$ cat src/rtl/demux_stream_1to4.sv
// Registered valid/ready 1-to-4 demux: steers each accepted word into one of four
// per-channel holding registers. Define DEMUX_RR_EN to pick channels round-robin instead of by sel.
module demux_stream_1to4 #(
  parameter int unsigned WIDTH = 8,
  parameter int unsigned SNUM  = 2
) (
  input  logic             clk,
  input  logic             rst,
  input  logic [WIDTH-1:0] i,
  input  logic [SNUM-1:0]  sel,
  input  logic             i_valid,
  output logic             i_ready,
  output logic [WIDTH-1:0] o0,
  output logic [WIDTH-1:0] o1,
  output logic [WIDTH-1:0] o2,
  output logic [WIDTH-1:0] o3,
  output logic [3:0]       o_valid,
  input  logic [3:0]       o_ready,
  output logic [SNUM-1:0]  cur_sel
);

  localparam int unsigned NCH = 4;

  typedef enum logic {
    EMPTY = 1'b0,
    FULL  = 1'b1
  } ch_state_t;

  ch_state_t        state [NCH];
  logic [WIDTH-1:0] data  [NCH];
  logic             accept;

`ifdef DEMUX_RR_EN
  logic [SNUM-1:0] rr_ptr;
  logic            unused_sel;

  assign unused_sel = ^sel;
  assign cur_sel    = rr_ptr;

  // Pointer moves only when a word is actually taken, so a stall holds it
  always_ff @(posedge clk) begin
    if (rst) begin
      rr_ptr <= '0;
    end else if (accept) begin
      rr_ptr <= rr_ptr + SNUM'(1);
    end
  end
`else
  assign cur_sel = sel;
`endif

  // Stall only on the targeted channel; other channels never gate the input
  assign i_ready = ~o_valid[cur_sel] | o_ready[cur_sel];
  assign accept  = i_valid & i_ready;

  // Per-channel EMPTY/FULL machine; a refill wins over a drain in the same cycle
  always_ff @(posedge clk) begin
    if (rst) begin
      for (int n = 0; n < NCH; n++) begin
        state[n] <= EMPTY;
        data[n]  <= '0;
      end
    end else begin
      for (int n = 0; n < NCH; n++) begin
        if (accept && (cur_sel == SNUM'(n))) begin
          state[n] <= FULL;
          data[n]  <= i;
        end else if ((state[n] == FULL) && o_ready[n]) begin
          state[n] <= EMPTY;
          data[n]  <= '0;
        end
      end
    end
  end

  always_comb begin
    o_valid = '0;
    for (int n = 0; n < NCH; n++) begin
      o_valid[n] = (state[n] == FULL);
    end
  end

  assign o0 = data[0];
  assign o1 = data[1];
  assign o2 = data[2];
  assign o3 = data[3];

endmodule

$ cat config.mk
export PLATFORM = sky130hd
export DESIGN_NAME = demux_stream_1to4
export DESIGN_NICKNAME = d
export VERILOG_FILES = /design/src/rtl/demux_stream_1to4.sv
export SDC_FILE = /design/constraint.sdc
export NUM_CORES = 1
export LEC_CHECK = 0
export BUFFER_PORTS_ARGS = -buffer_cell sky130_fd_sc_hd__buf_4
export CAP_MARGIN = 20
export CORE_AREA = 5 5 75 60
export CTS_CLUSTER_SIZE = 10
export DETAILED_ROUTE_END_ITERATION = 10
export DIE_AREA = 0 0 80 65
export PLACE_DENSITY = 0.72
export SYNTH_ARGS = -nofsm -noshare
export SYNTH_HDL_FRONTEND = slang
export SYNTH_SLANG_ARGS = --single-unit
$ cat constraint.sdc
create_clock -name clk -period 2.2 [get_ports clk]
set_clock_uncertainty 0.1 [all_clocks]
set_input_delay 0.11 -clock clk [delete_from_list [all_inputs] [get_ports clk]]
set_output_delay 0.11 -clock clk [all_outputs]
set_load 0.02 [all_outputs]
Word-level counts from Yosys, hierarchy flattened:

Memories as Yosys holds them, arrays and structs flattened.
Cells that the tools add are included.

* bits in registers: 0
* bits in writable memories: 36
* input port bits: 17
* output and inout port bits: 39
* logic and storage cells: 84
* memories kept: 2

* order comparisons: 1
* equality and inequality tests: 3
* multiplexer cells: 50
* bitwise operators: 19
* reductions and logical operators: 9

Memories
* data: words 4, bits a word 8, read ports 4, clocked after Yosys merged registers in 0, write ports 4, RTL line 30 `logic [WIDTH-1:0] data [NCH];`
* state: words 4, bits a word 1, read ports 4, clocked after Yosys merged registers in 0, write ports 4, RTL line 29 `ch_state_t state [NCH];`

Operators by type and width (count)
* 8-bit two-way mux: 8
* 1-bit two-way mux: 40
* 1-bit bitwise OR: 17
* 1-bit logical AND: 8
* 1-bit binary-select mux with 2-bit select: 2
* 2-bit equality test, second input constant: 2
* 2-bit by 3-bit < comparator with 1-bit output, second input constant: 1
* 2-bit by 1-bit equality test with 1-bit output, second input constant: 1
* 2-bit zero test: 1
* 1-bit bitwise AND: 1
* 1-bit NOT: 1

Longest topological paths before layout:

* depth after elaboration: 11
* mapped depth: 3
* depth with buffers taken out: 2

Worst setup path before layout:

Ideal clock, no wire load.

* path kind: register to register
* from: memory state[0][3] in the netlist's numbering
* to: memory data[3][0] (netlist: data[0][24]) (enable)
* setup time: 387 ps
* data arrival time: 1261 ps
* required time: 1713 ps
* path slack: 452 ps
* stages on the path, launching flop included: 2
* buffers on the path: 0
* period minus slack after synthesis: 1748 ps
* cells stage by stage: edfxtp_1 o21ai_0

RTL lines (RTL line)
* start, declared: 29
* end, declared: 30

==> results.cfg <==
[cells_and_area]
syn_to_final_growth_pct = 32.9
fillerInstances = 328
n_antenna_cell = 0
final_area_um2 = 2120
final_layout_size_suffix_gt1_share_pct = 42.8
regArea_um2 = 1080
final_cell_mix = buf_4, edfxtp_1, nor3_1, nand2b_1, nor3_2
layout_commonest_cell = buf_4
layout.nets = 189
final_util_pct = 55.8
multi_input_area_um2 = 450

[place]
portBuffers = 55
placed_area_um2 = 2040
place.gp.congestion = 0.895
hpwl_um = 2800

[synthesis]
synth_area_per_cell_um2 = 13.7
netlist-cell-type-count = 17
synthMuxAreaShare_pct = 1.41
synth_top_family_by_area = simple AND/OR/NAND/NOR gates
yosysWarnings = 0
synthAdderAreaFrac_pct = 0
synthSimpleGateAreaFrac_pct = 24.3
synthXorXnorAreaFrac_pct = 0
ys_seq_area_share_pct = 67.7
ys_ff_latch = 36
synthCells = 117
synth_compound_area_share_pct = 2.51
netlist_area_um2 = 1600
syn-num-nets = 134

[outcome]
status = complete, no violations

[critical_path]
required_ns = 2.01
max_stage_delay_ns = 0.61
start_kind = flip-flop
worstPathBufferInverterCount = 0
r2r_end = data[0][17]
cp_top_family = compound AO/OA/AOI/OAI gates
crit_chain = nand2b_1 -> o21ai_1
cp_max_fo = 9
r2r_start = state[0][2]
rrSetupSlack_ns = 0.50
setup.worst_path.start = state[0][2]
r2r_cells = 2
critical_path_arrival_ns = 1.52
setup.worst_path.class = reg2reg
crit_slowest_cell = o21ai_1
worstSetupEndpointType = flip-flop

[clock_network]
cts.sinks = 36
clock_latency_ns = 0.28
cts-htree-levels = 2
clk_pin_slew_ns = 0.06
cts_hold_buf = 0
cts_root_buffer = clkbuf_8
cts_setup_buffers = 0
tritoncts = built
cts_made_buffers = 5
cts.path.max_buffers = 2
post_cts_resized = 0

[floorplan]
boundaryPins = 56
dieWidth_um = 80
coreArea_um2 = 3800
start_util_pct = 42.0
die_area_um2 = 5200
die_h_um = 65
placementRows = 20

[routing]
first_iter_violations = 87
ant_nets = 0
via_per_inst = 5.09
wirelength_um = 3730
first_pass_iters = 4
via_count = 1160
wl_per_cell_um = 16.4
drc_errors = 0

[sta]
setup_viol = 0
timing.final.hold_violations = 0
period_share_pct = 77.5
rsz0062_at_grt = false
worst_pin_slew_ns = 0.783
clock.fmax_ghz = 0.587
slew_viol_final = 0
tns_ns = 0
period_minus_slack_ns = 1.70
relSlewSlack_pct = 47.4

[power]
leakagePower_nw = 0.819
irDropWorstVdd_v = 0.000309
p_per_area_nw_per_um2 = 713

[grt]
grt_max_degree = 14
grt_pass1_wl_um = 5900
grt_pass1_vias = 1177
antenna_found_initial = 0
gr-total-overflow = 0
track_usage_pct = 15.7

[hold_path]
min_path_cells = 3
hp-start = o_ready[0]
holdPathEnd = state[0][0]
hold_class = in2reg

[flow_run]
max_cap_violations = 0
flip-flops by register name (all words and copies together), names as in the netlist:
name,cells
data,32
state,4
power by group:
part	internal, W	total [W]	switching, W
registers	0.000804	0.000821	0.0000178
clock network	0.000220	0.000438	0.000218
logic	0.000102	0.000256	0.000153
how the worst max path moves through the flow:
stage                       end  cells after the start
floorplan           data[0][24]                      1
global placement    data[0][18]                      2
detailed placement  data[0][21]                      3
CTS                 data[0][21]                      2
global route        data[0][17]                      2
finish              data[0][17]                      2
worst min-delay path, stage by stage:
cell and delay [ns]:
buf_4 0.09, nor2b_1 0.05, nor3_2 0.14
through the flow:
stage / power [W] / instances / hold WS, ns / setup WS, ns
after floorplan: 0.000974 / 117 / 0.233 / 0.452
after global placement: 0.00109 / 220 / 0.373 / 0.603
after detailed placement: 0.00109 / 220 / 0.377 / 0.505
after CTS: 0.00153 / 228 / 0.129 / 0.511
after global routing: 0.00158 / 228 / 0.174 / 0.380
final: 0.00151 / 228 / 0.137 / 0.495
logic make-up after synthesis:
logic type             count (synthesis)
muxes                                  1
buffers and inverters                 11
DFF                                   36
AOI/OAI and AO/OA                      8
and+or+nand+nor                       61
synthesized netlist by cell type (all sizes together):
cell     n  area share (%)
edfxtp  36              68
nor3    36              14
nand2b  10             3.9
buf      9             3.7
nand3b   8             3.8
a21oi    4             1.3
nor2b    4             1.6
o21ai    4             1.3
clkbuf   2            0.47
mux4     1             1.4
nand2    1            0.23
nand3    1            0.31
or2      1            0.39
metal layers:
layer	vias up	track usage (%)	wire, µm
li1	549	-	-
met1	546	19.2	1490
met2	54	24.4	1800
met3	11	6.81	359
met4	0	6.12	84
met5	-	0	0
cell type report:
type | count | share of cell area, %
sequential | 36 | 50.9
multi-input combinational | 70 | 21.2
timing repair buffer | 59 | 20.9
clock buffer | 7 | 3.59
tap | 55 | 3.24
clock inverter | 1 | 0.177
Note: power is estimated with default switching activity, not from simulation.
